<file path="config.mk">
export PLATFORM = sky130hd
export DESIGN_NAME = hv_bundle_cnt
export DESIGN_NICKNAME = d
export VERILOG_FILES = /design/src/rtl/hv_bundle_cnt.sv
export SDC_FILE = /design/constraint.sdc
export NUM_CORES = 1
export LEC_CHECK = 0
export BUFFER_PORTS_ARGS = -buffer_cell sky130_fd_sc_hd__buf_2
export CAP_MARGIN = 25
export CORE_MARGIN = 2
export CORE_UTILIZATION = 64
export CTS_BUF_LIST = sky130_fd_sc_hd__clkbuf_8 sky130_fd_sc_hd__clkbuf_16
export DETAILED_ROUTE_END_ITERATION = 12
export PLACE_DENSITY = 0.81
export RECOVER_POWER = 100
export SYNTH_ARGS = -nofsm -noshare
export SYNTH_HDL_FRONTEND = slang
export SYNTH_SLANG_ARGS = --single-unit
</file>
<file path="constraint.sdc">
create_clock -name clk -period 3.3 [get_ports clk]
set_input_delay 0.165 -clock clk [delete_from_list [all_inputs] [get_ports clk]]
set_output_delay 0.165 -clock clk [all_outputs]
set_load 0.05 [all_outputs]
</file>
<file path="src/rtl/hv_bundle_cnt.sv">
// Hypervector bundler: per-channel saturating counters over a beat stream,
// majority-thresholded result handed off through a valid/ready output.
module hv_bundle_cnt #(
    parameter int unsigned DW  = 8,
    parameter int unsigned NCH = 16
) (
    input  logic           clk,
    input  logic           rst_n,
    input  logic           clr,
    input  logic           mode,
    input  logic           in_valid,
    output logic           in_ready,
    input  logic           in_last,
    input  logic [NCH-1:0] in_bits,
    output logic           out_valid,
    input  logic           out_ready,
    output logic [NCH-1:0] out_hv,
    output logic [DW-1:0]  out_n,
    output logic           sat
);

    localparam logic [DW-1:0] UMAX = {DW{1'b1}};
    localparam logic [DW-1:0] SMAX = {1'b0, {(DW-1){1'b1}}};
    localparam logic [DW-1:0] SMIN = {1'b1, {(DW-1){1'b0}}};

    typedef enum logic [1:0] {
        ACC = 2'd0,
        THR = 2'd1,
        OUT = 2'd2
    } state_t;

    state_t         state;
    logic [DW-1:0]  cnt_q   [NCH];
    logic [DW-1:0]  cnt_nxt [NCH];
    logic [DW-1:0]  n_q;
    logic [DW-1:0]  n_nxt;
    logic           mode_q;
    logic           eff_mode;
    logic           acc_sat;
    logic [NCH-1:0] thr_hv;

    // Next counter values for an accepted beat; mode is taken live on the first beat only.
    always_comb begin
        eff_mode = (n_q == '0) ? mode : mode_q;
        acc_sat  = 1'b0;
        for (int i = 0; i < int'(NCH); i++) begin
            cnt_nxt[i] = cnt_q[i];
            if (!eff_mode) begin
                if (in_bits[i]) begin
                    if (cnt_q[i] == UMAX) acc_sat = 1'b1;
                    else                  cnt_nxt[i] = cnt_q[i] + DW'(1);
                end
            end else if (in_bits[i]) begin
                if (cnt_q[i] == SMAX) acc_sat = 1'b1;
                else                  cnt_nxt[i] = cnt_q[i] + DW'(1);
            end else begin
                if (cnt_q[i] == SMIN) acc_sat = 1'b1;
                else                  cnt_nxt[i] = cnt_q[i] - DW'(1);
            end
        end
        n_nxt = n_q;
        if (n_q == UMAX) acc_sat = 1'b1;
        else             n_nxt = n_q + DW'(1);
    end

    // Majority threshold: unipolar uses 2*cnt > n at DW+1 bits, bipolar uses cnt > 0.
    always_comb begin
        thr_hv = '0;
        for (int i = 0; i < int'(NCH); i++) begin
            if (mode_q) thr_hv[i] = !cnt_q[i][DW-1] && (cnt_q[i] != '0);
            else        thr_hv[i] = {cnt_q[i], 1'b0} > {1'b0, n_q};
        end
    end

    always_ff @(posedge clk or negedge rst_n) begin
        if (!rst_n) begin
            state     <= ACC;
            for (int i = 0; i < int'(NCH); i++) cnt_q[i] <= '0;
            n_q       <= '0;
            mode_q    <= 1'b0;
            sat       <= 1'b0;
            out_hv    <= '0;
            out_n     <= '0;
            out_valid <= 1'b0;
            in_ready  <= 1'b1;
        end else if (clr) begin
            state     <= ACC;
            for (int i = 0; i < int'(NCH); i++) cnt_q[i] <= '0;
            n_q       <= '0;
            sat       <= 1'b0;
            out_valid <= 1'b0;
            in_ready  <= 1'b1;
        end else begin
            case (state)
                ACC: begin
                    if (in_valid) begin
                        for (int i = 0; i < int'(NCH); i++) cnt_q[i] <= cnt_nxt[i];
                        n_q    <= n_nxt;
                        mode_q <= eff_mode;
                        if (acc_sat) sat <= 1'b1;
                        if (in_last) begin
                            state    <= THR;
                            in_ready <= 1'b0;
                        end
                    end
                end
                THR: begin
                    out_hv    <= thr_hv;
                    out_n     <= n_q;
                    out_valid <= 1'b1;
                    state     <= OUT;
                end
                OUT: begin
                    // Result consumed: start a fresh bundle, keep out_hv/out_n as last result.
                    if (out_ready) begin
                        for (int i = 0; i < int'(NCH); i++) cnt_q[i] <= '0;
                        n_q       <= '0;
                        sat       <= 1'b0;
                        out_valid <= 1'b0;
                        in_ready  <= 1'b1;
                        state     <= ACC;
                    end
                end
                default: begin
                    state     <= ACC;
                    out_valid <= 1'b0;
                    in_ready  <= 1'b1;
                end
            endcase
        end
    end

endmodule
</file>
=== Yosys cells after proc, flatten, opt, wreduce, memory -nomap -nowiden ===
Index checks and enable logic that the tools add are counted.

* Flip-flop bits (word level): 166
* Input bits: 23
* Output and inout port bits: 27

* Add/sub/neg operators: 33
* Magnitude comparators: 16
* Equality and inequality tests: 122
* Mux-type cells: 236
* Bitwise operators: 1
* Reduce and logical (&&, ||, !) cells: 74

{| class="wikitable"
|+ Operators with widths
! kind !! number
|-
| 8-bit 2-to-1 mux || 100
|-
| 128-bit 2-to-1 mux || 3
|-
| 8-bit equality test (second input constant) || 33
|-
| 128-bit one-hot mux with 2 select lines || 1
|-
| 4-bit inequality test (second input constant) || 48
|-
| 9-bit by 8-bit > comparator with 1-bit output || 16
|-
| 8-bit by 1-bit adder with 8-bit output (second input constant) || 17
|-
| 8-bit by 7-bit equality test with 1-bit output (second input constant) || 16
|-
| 8-bit nonzero test || 16
|-
| 8-bit by 1-bit subtractor with 8-bit output (second input constant) || 16
|-
| 1-bit 2-to-1 mux || 123
|-
| 7-bit AND reduction || 16
|-
| 5-bit inequality test (second input constant) || 16
|-
| 1-bit logical AND || 16
|-
| 1-bit zero test || 16
|-
| 8-bit one-hot mux with 2 select lines || 1
|-
| 3-bit inequality test (second input constant) || 5
|-
| 4-bit AND reduction || 3
|-
| 8-bit zero test || 1
|-
| 2-bit 2-to-1 mux || 4
|-
| 1-bit one-hot mux with 3 select lines || 2
|-
| 2-bit one-hot mux with 3 select lines || 1
|-
| 3-bit AND reduction || 2
|-
| 2-bit inequality test (second input constant) || 2
|-
| other kinds (7) || 8
|}

=== Depth between registers and ports, before layout ===
Gate-level depths: netlist of run 1.

* Word-level depth: 54
* Gate-level depth with buffers: 14

=== Worst setup path after synthesis of run 1 ===
OpenSTA, ideal clock, no wires.

* Path type: reg2reg
* From: reg n_q[0]
* To: reg cnt_q[71] in the netlist's numbering
* Library setup time: 135 ps
* Arrival: 2835 ps
* Required time: 3165 ps
* Setup slack: 330 ps
* Cell stages (with the launch flop): 14
* Buffers on the path: 4
* Path through: dfrtp_1 -> inv_1 -> clkbuf_1 -> clkbuf_1 -> ha_1 -> nor4b_4 -> nand3_1 -> buf_6 -> a21oi_1 -> clkbuf_1 -> mux2_2 -> a21o_1 -> nand2_1 -> o41ai_2

* Longest elaborated chain between the ends: 6
* Elaborated cells on any way between the ends: 10
* Classes of those cells: eq/ne (3); mux (5); reduce/logical (2)

{| class="wikitable"
|+ Ends and longest elaborated chain
! element !! RTL line !! text
|-
| from (decl) || 35 || <nowiki>logic [DW-1:0] n_q;</nowiki>
|-
| from (signal assigned) || 98 || <nowiki>n_q <= n_nxt;</nowiki>
|-
| 8-bit zero test (*) || 44 || <nowiki>eff_mode = (n_q == '0) ? mode : mode_q;</nowiki>
|-
| 1-bit 2-to-1 mux (*) || 44 ||
|-
| 8-bit 2-to-1 mux || 48 || <nowiki>if (!eff_mode) begin</nowiki>
|-
| 128-bit 2-to-1 mux || 96 || <nowiki>if (in_valid) begin</nowiki>
|-
| 128-bit one-hot mux with 2 select lines || 94 || <nowiki>case (state)</nowiki>
|-
| 128-bit 2-to-1 mux || 86 || <nowiki>end else if (clr) begin</nowiki>
|-
| to (decl) || 33 || <nowiki>logic [DW-1:0] cnt_q [NCH];</nowiki>
|}

Every way passes the cells marked *; elsewhere a longest branch is shown, timed or not. The select of a mux whose other input is x is not followed.
A chain may end at the register's enable or synchronous reset.

=== Worst setup path after layout of run 1 ===
* From: reg n_q[0]
* To: reg cnt_q[79] in the netlist's numbering

Same word-level chain as after synthesis.

==> metrics.md, run 1 <==
| Metric | Value |
|---|---|
| DR pass1 iterations | 8 |
| Average cell area after synthesis | 8.28 um^2 |
| Switching power share of the total | 47.5% |
| TritonCTS clock tree | done |
| Startpoint of the most critical register-to-register path | n_q[0] |
| Antenna violations before repair | 0 |
| Hold path cells | 3 |
| DRC violations left | 0 |
| Proportion of layout cells with a drive suffix above 1 | 8.67% |
| Largest net degree at the start of global routing | 60 |
| Async SR Flop Fraction | 100% |
| Die extent in x | 152 um |
| Maximum vdd drop | 0.479 mV |
| Total nets after synthesis | 1880 |
| Final critical-path required period | 3.07 ns |
| Net count reported at finish | 1913 |
| Headroom to the max-slew limit | -3.16% |
| Internal power summed over all cells | 6.73 mW |
| Hold/Removal Path Class | in -> reg |
| Maximum cell stage delay along the critical path | 0.42 ns |
| Mean number of vias per cell | 6.96 |
| Number of placed instances with taps included | 1987 |
| Maximum clock skew at final layout | 0.0103 ns |
| Layout fillers | 1730 |
| Critical path launch point type | flip-flop |
| Net switching power figure | 6.09 mW |
| Max frequency | 325 MHz |
| Total number of yosys warnings | 0 |
| Post-layout instance count excluding filler cells | 2021 |
| Relative contribution of the clock network to total power | 17.2% |
| Maximum number of buffers from clock root to sink | 2 |
| Critical path required time | 3.64 ns |
| H-Tree Level Count | 4 |
| Leakage component of the power | 6.52 nW |
| Cells along the critical path | inv_1, ha_1, nor4b_4, a21bo_1, buf_4, a21oi_2, clkbuf_2, or3_1, o22ai_1, o21ai_0, a22o_1 |
| Most used DFF post-synth | sky130_fd_sc_hd__dfrtp_1 |
| Global router's overall resource usage | 36.9% |
| Die outline area | 0.0231 mm^2 |
| P per Cell Area | 843 mW/mm^2 |
| Total grt overflow | 0 |
| Max-slew violation count | 60 |
| Startpoint of the lowest-slack hold path | in_valid |
| First-pass GRT wire length | 69600 um |
| Routability Congestion | 0.949 |
| Final setup TNS | 0 ns |
| Total routed wirelength | 42800 um |
| Run status | complete, but fails checks |
| CTS clk-pin slew, worst paths | 0.07 ns |
| Via count of the first global-routing pass | 13562 |
| Number of inserted diodes | 0 |
| Share of the yosys chip area belonging to registers | 29.6% |
| Capturing element type of the critical path | flip-flop |
| Initial core utilization | 64.7% |
| Flop and latch count out of synthesis | 166 |
| Failing checks | max-capacitance violations, max-slew violations |
| Beginning of the critical path | n_q[0] |
| Gate power share | 51.8% |
| Sink Count | 166 |
| Worst-skew pair later-pin latency | 0.45 ns |
| Growth of design area from synthesis to finish | 8.32% |
| Drt initial violations | 1358 |
| Arr. time, crit path | 3.41 ns |
| Remaining number of nets flagged by the antenna check after routing | 0 |
| Critical-path cell with the highest stage delay | sky130_fd_sc_hd__dfrtp_1 |
| Netlist cell types | 88 |
| Number of maximum-capacitance constraint violations | 1 |
| Number of I/O port buffers | 49 |
| CP Class | reg -> reg |
| Core area | 0.0217 mm^2 |
| Hold violation total from the final report | 0 |
| Number of cells produced by synthesis | 1695 |
| Root buf cell | sky130_fd_sc_hd__clkbuf_16 |
| IO Count | 50 |
| CP max FO | 13 |
| Period utilization | 93.1% |
| Number of failing setup endpoints in the final timing report | 0 |
| Detail Placement HPWL | 29300 um |
| Slew at the pin closest to its max-slew limit | 1.55 ns |
| Unrepaired setup endpoints after global routing | no |
| DIE HEIGHT | 152 um |
| Mapped cell area | 0.0140 mm^2 |
| Number of enable flip-flop cells after synthesis | 0 |
| Number of buffers inserted during clock tree synthesis | 17 |
| Total via count in the routed design | 14072 |
| Sequential Power Share | 31.0% |
| Cell count of the worst reg-to-reg path | 11 |
| DR WL/cell | 21.2 um |
| Core Rows | 54 |
cell usage in the layout, fill, tap and decap left out, types with 30 or more instances in the layout:
cell	count
sky130_fd_sc_hd__a21oi_1	126
sky130_fd_sc_hd__buf_4	34
sky130_fd_sc_hd__inv_1	65
sky130_fd_sc_hd__o21ai_0	101
sky130_fd_sc_hd__nor3_1	70
sky130_fd_sc_hd__nand3_1	98
sky130_fd_sc_hd__nand4_1	51
sky130_fd_sc_hd__nor2_1	147
sky130_fd_sc_hd__clkbuf_1	34
sky130_fd_sc_hd__ha_1	162
sky130_fd_sc_hd__dfrtp_1	165
sky130_fd_sc_hd__o22ai_1	31
sky130_fd_sc_hd__nand2_1	144
sky130_fd_sc_hd__xnor2_1	41
sky130_fd_sc_hd__or3_1	30
critical path, delay by kind of cell (launching register included):
family          cells  cell delay (ns)
compound gates      5             1.07
fa+ha+maj           1             0.15
buf+inv             3             0.62
flops               1             0.42
simple gates        2             0.71
metrics by stage:
step                      util, %  area (um^2)  power (mW)  worst slack, ns  hold WS (ns)
after floorplan                 -        14000        8.74            0.330        -0.131
after global placement       67.7        14700        10.1            0.484         0.165
after detailed placement     67.7        14700        10.5            0.353         0.177
after CTS                    70.7        15300        12.7            0.328     0.0000563
after global routing         70.1        15200        13.8           0.0507        0.0176
final                        70.1        15200        12.8            0.226       0.00376
sequential cells by signal, summed over array words and instances (netlist names):
signal,flops
out_valid,1
sat,1
out_n,8
n_q,8
cnt_q,128
state,2
out_hv,16
in_ready,1
mode_q,1
worst paths after layout:
path / end / slack (ns)
min: state[0] / 0.004
max reg2reg: cnt_q[79] / 0.23
min in group asynchronous: cnt_q[93] / 0.62
max: cnt_q[79] / 0.23
max in group asynchronous: cnt_q[81] / 0.66
min reg2reg: out_n[4] / 0.48
routing by layer:
layer  share of wire, %  GRT usage, %  vias up
li1                   -             -     6405
met1                 40          48.6     6638
met2                 45          58.4      809
met3                 10          6.93      220
met4                5.0          18.6        0
met5                  0             0        -
area by class of cell:
type / instances / area [um^2] / share of cell area (%)
flip-flops and latches: 166 / 4160 / 27.3
repair buffers: 99 / 566 / 3.72
clock buffers: 19 / 453 / 2.98
multi-input cells: 1381 / 9260 / 60.9
clock inverters: 13 / 180 / 1.18
inverters: 63 / 236 / 1.56
well taps: 280 / 350 / 2.30
cells by family after synthesis:
group,Yosys count,share of synthesized area (%)
simple gates,663,23.8
compound gates,470,22.2
mux,23,1.70
xor+xnor,63,3.93
buf+inv,148,4.38
fa+ha+maj,162,14.4
flops,166,29.6
power groups by stage:
stage	registers (mW)	logic (mW)	clock network (mW)
floorplan	3.82	4.92	0
global placement	3.91	6.24	0
detailed placement	3.94	6.52	0
CTS	3.91	6.62	2.21
global route	4.09	7.43	2.29
finish	3.97	6.64	2.21
cells in the mapped netlist, drive strengths merged (26+ instances only):
cell type,number,area share (%)
a21oi,142,5.7
buf,26,1.1
clkbuf,59,1.6
dfrtp,165,29
ha,162,14
inv,63,1.7
nand2,145,3.9
nand3,99,3.5
nand4,51,2.3
nor2,148,4.0
nor3,72,2.6
o21ai,105,3.8
o22ai,31,1.4
o31ai,28,1.6
or3,30,1.3
xnor2,41,2.6
timing repair:
| item | CTS | global route |
|---|---|---|
| endpoints found under the hold margin | 57 | 0 |
| gates resized for setup | 0 | 1 |
| endpoints found under the setup margin | 0 | 3 |
| buffers inserted | 0 | 0 |
| hold buffers | 2 | 0 |
No activity file was read; power rests on OpenSTA's default activity.
==> inputs of run 2 (changes only) <==
PLACE_DENSITY = 0.94   (was 0.81)
==> metrics.md, run 2 (synthesis results as in run 1) <==
| Metric | Value |
|---|---|
| Run status | complete, but fails checks (unchanged) |
| Failing checks | max-capacitance violations, max-slew violations (unchanged) |
| Die outline area | 0.0231 mm^2 (unchanged) |
| Cells along the critical path | mux2i_1, nor2_1, nor2_1, clkbuf_1, nor2_4, buf_4, clkbuf_2, a21oi_1 (was inv_1, ha_1, nor4b_4, a21bo_1, buf_4, a21oi_2, clkbuf_2, or3_1, o22ai_1, o21ai_0, a22o_1) |
| Worst-case hold path end point | state[0] (unchanged) |
| Number of flip-flops under the largest register name | 128 (unchanged) |
| P per Cell Area | 849 mW/mm^2 (was 843 mW/mm^2) |
| Total via count in the routed design | 14184 (was 14072) |
| Headroom to the max-slew limit | -54.9% (was -3.16%) |
| Max-slew violation count | 85 (was 60) |
| Startpoint of the most critical register-to-register path | state[1] (was n_q[0]) |
| Routability Congestion | 0.964 (was 0.949) |
| Gate power share | 52.1% (was 51.8%) |
| Antenna violations before repair | 1 (was 0) |
| Hold path cells | 3 (unchanged) |
| Detail Placement HPWL | 29600 um (was 29300 um) |
| Startpoint of the lowest-slack hold path | in_last (was in_valid) |
| Largest reg by FF count | cnt_q (unchanged) |
| Highest-count cells in the layout ignoring fill and taps | 165 x sky130_fd_sc_hd__dfrtp_1, 162 x sky130_fd_sc_hd__ha_1, 147 x sky130_fd_sc_hd__nor2_1, 145 x sky130_fd_sc_hd__nand2_1, 128 x sky130_fd_sc_hd__a21oi_1 (was 165 x sky130_fd_sc_hd__dfrtp_1, 162 x sky130_fd_sc_hd__ha_1, 147 x sky130_fd_sc_hd__nor2_1, 144 x sky130_fd_sc_hd__nand2_1, 126 x sky130_fd_sc_hd__a21oi_1) |
| CP Class | reg -> reg (unchanged) |
| Biggest registers after layout | cnt_q x128, out_hv x16 (unchanged) |
| Core Rows | 54 (unchanged) |
| Final setup TNS | 0 ns (unchanged) |
| Smallest setup slack after layout | 0.123 ns (was 0.226 ns) |
| Relative contribution of the clock network to total power | 17.0% (was 17.2%) |
| Cell count of the worst reg-to-reg path | 8 (was 11) |
| Capturing element type of the critical path | flip-flop (unchanged) |
| Pre-CTS worst setup slack | 0.378 ns (was 0.353 ns) |
| Net switching power figure | 6.21 mW (was 6.09 mW) |
| Hold/Removal Path Class | in -> reg (unchanged) |
| Hold violation total from the final report | 0 (unchanged) |
| Critical-path cell with the highest stage delay | sky130_fd_sc_hd__clkbuf_1 (was sky130_fd_sc_hd__dfrtp_1) |
| Number of buffers inserted during clock tree synthesis | 17 (unchanged) |
| Maximum number of buffers from clock root to sink | 2 (unchanged) |
| DR WL/cell | 21.6 um (was 21.2 um) |
| Period utilization | 96.3% (was 93.1%) |
| Arr. time, crit path | 3.54 ns (was 3.41 ns) |
| CP max FO | 29 (was 13) |
| Number of I/O port buffers | 49 (unchanged) |
| IO Count | 50 (unchanged) |
| R2R Path End | cnt_q[18] (was cnt_q[79]) |
| Sequential Power Share | 31.0% (about the same) |
| First-pass GRT wire length | 69600 um (about the same) |
| Critical path required time | 3.66 ns (was 3.64 ns) |
| R2r setup slk | 0.12 ns (was 0.23 ns) |
| DRC violations left | 0 (unchanged) |
| Number of failing setup endpoints in the final timing report | 0 (unchanged) |
| Leakage component of the power | 6.50 nW (was 6.52 nW) |
| Global router's overall resource usage | 36.9% (about the same) |
| Maximum clock skew at final layout | 0.00724 ns (was 0.0103 ns) |
| Number of maximum-capacitance constraint violations | 1 (unchanged) |
| Maximum vdd drop | 0.484 mV (was 0.479 mV) |
| Total routed wirelength | 43500 um (was 42800 um) |
| Met2 global-route usage | 58.4% (about the same) |
| GR met3 Demand/Resource | 9.44% (was 6.93%) |
| Core area | 0.0217 mm^2 (unchanged) |
| Critical path launch point type | flip-flop (unchanged) |
| Largest net degree at the start of global routing | 86 (was 60) |
| Unrepaired setup endpoints after global routing | no (unchanged) |
| Number of buffers inserted to repair setup after CTS | 0 (unchanged) |
| Post-layout instance count excluding filler cells | 2016 (was 2021) |
| Via count of the first global-routing pass | 13843 (was 13562) |
| Hold Worst Slack | 0.0123 ns (was 0.00376 ns) |
| Number of placed instances with taps included | 1982 (was 1987) |
| Root buf cell | sky130_fd_sc_hd__clkbuf_16 (unchanged) |
| DR pass1 iterations | 9 (was 8) |
| Most common cell after layout, fill and taps aside | sky130_fd_sc_hd__dfrtp_1 (unchanged) |
| TritonCTS clock tree | done (unchanged) |
| Remaining number of nets flagged by the antenna check after routing | 0 (unchanged) |
| Busiest metal layer after global routing | met2 (unchanged) |
| Dominant cell type by count on the critical path | sky130_fd_sc_hd__nor2_1 |
| Final critical-path required period | 3.18 ns (was 3.07 ns) |
| Net count reported at finish | 1907 (was 1913) |
| Sink Count | 166 (unchanged) |
| Initial core utilization | 64.7% (unchanged) |
| Worst-skew pair later-pin latency | 0.45 ns (about the same) |
| Maximum cell stage delay along the critical path | 0.92 ns (was 0.42 ns) |
| Max frequency | 315 MHz (was 325 MHz) |
| H-Tree Level Count | 4 (unchanged) |
| Die extent in x | 152 um (unchanged) |
| Total grt overflow | 0 (unchanged) |
| Met1 track demand over resource | 46.0% (was 48.6%) |
| Switching power share of the total | 48.2% (was 47.5%) |
| Proportion of layout cells with a drive suffix above 1 | 8.59% (was 8.67%) |
| Slew at the pin closest to its max-slew limit | 2.32 ns (was 1.55 ns) |
| Mean number of vias per cell | 7.04 (was 6.96) |
| DIE HEIGHT | 152 um (unchanged) |
| Internal power summed over all cells | 6.67 mW (was 6.73 mW) |
| Drt initial violations | 1820 (was 1358) |
| Final core utilization | 69.9% (was 70.1%) |
| CTS clk-pin slew, worst paths | 0.07 ns (about the same) |
| Growth of design area from synthesis to finish | 8.08% (was 8.32%) |
## run 2: cell types whose count changed in the layout (fill, tap and decap cells not counted), moves of 2 or more
| cell | change |
|---|---|
| sky130_fd_sc_hd__a21boi_0 | -2 |
| sky130_fd_sc_hd__a21boi_1 | +2 |
| sky130_fd_sc_hd__a21oi_1 | +2 |
| sky130_fd_sc_hd__a21oi_2 | -3 |
| sky130_fd_sc_hd__buf_4 | -4 |
| sky130_fd_sc_hd__clkbuf_1 | -4 |
| sky130_fd_sc_hd__clkbuf_2 | +3 |
| sky130_fd_sc_hd__clkinv_2 | -2 |
| sky130_fd_sc_hd__inv_1 | -2 |
| sky130_fd_sc_hd__inv_6 | +5 |
| sky130_fd_sc_hd__o21ai_0 | -2 |
| sky130_fd_sc_hd__o21ai_1 | +3 |
## run 2: layout make-up
type	count	area, um^2
Sequential cell	166	4160
Tap cell	280	350
Inverter	63	236
Clock inverter	14	188
Timing Repair Buffer	93	538
Multi-Input combinational cell	1381	9260
Clock buffer	18	439
Antenna cell	1	2.50
Fill cell	1696	6520
## run 2: timing repair
| action | in CTS | in global routing |
|---|---|---|
| setup endpoints to repair | 0 | 0 |
| hold buffers | 1 | 0 |
| endpoints found under the hold margin | 82 | 0 |
| resized for setup | 0 | 0 |
## run 2: metrics by stage
stage               total power, mW  cell area, um^2
floorplan                      8.74            14000
global placement               10.1            14600
detailed placement             10.5            14600
CTS                            12.7            15300
global route                   13.8            15200
finish                         12.9            15200
## run 2: worst max-delay path, delay by kind of cell, from the launching register on
kind,cells,cell delay [ns]
flops,1,0.58
mux,1,0.27
buf+inv,3,1.62
simple gates,3,0.39
compound gates,1,0.21
## run 2: per-layer routing
metal	vias to the layer above	wire, um
met3	270	5500
met4	0	2610
li1	6383	-
met1	6596	15900
met5	-	0
met2	935	19400
## run 2: worst max path at each step
stage / from / to / slack (ns) / cells after the start
2_1_floorplan: n_q[0] / cnt_q[71] / 0.33 / 13
3_3_place_gp: n_q[0] / cnt_q[77] / 0.47 / 10
3_5_place_dp: n_q[0] / cnt_q[77] / 0.38 / 10
4_1_cts: n_q[0] / cnt_q[76] / 0.38 / 10
5_1_grt: n_q[0] / cnt_q[76] / 0.07 / 10
6_report: state[1] / cnt_q[18] / 0.12 / 8
## run 2: power by group through the flow
stage               clock [mW]  combinational (mW)  sequential (mW)
floorplan                    0                4.92             3.82
global placement             0                6.19             3.91
detailed placement           0                6.55             3.95
CTS                       2.19                6.63             3.93
global route              2.28                7.40             4.10
finish                    2.18                6.71             3.99
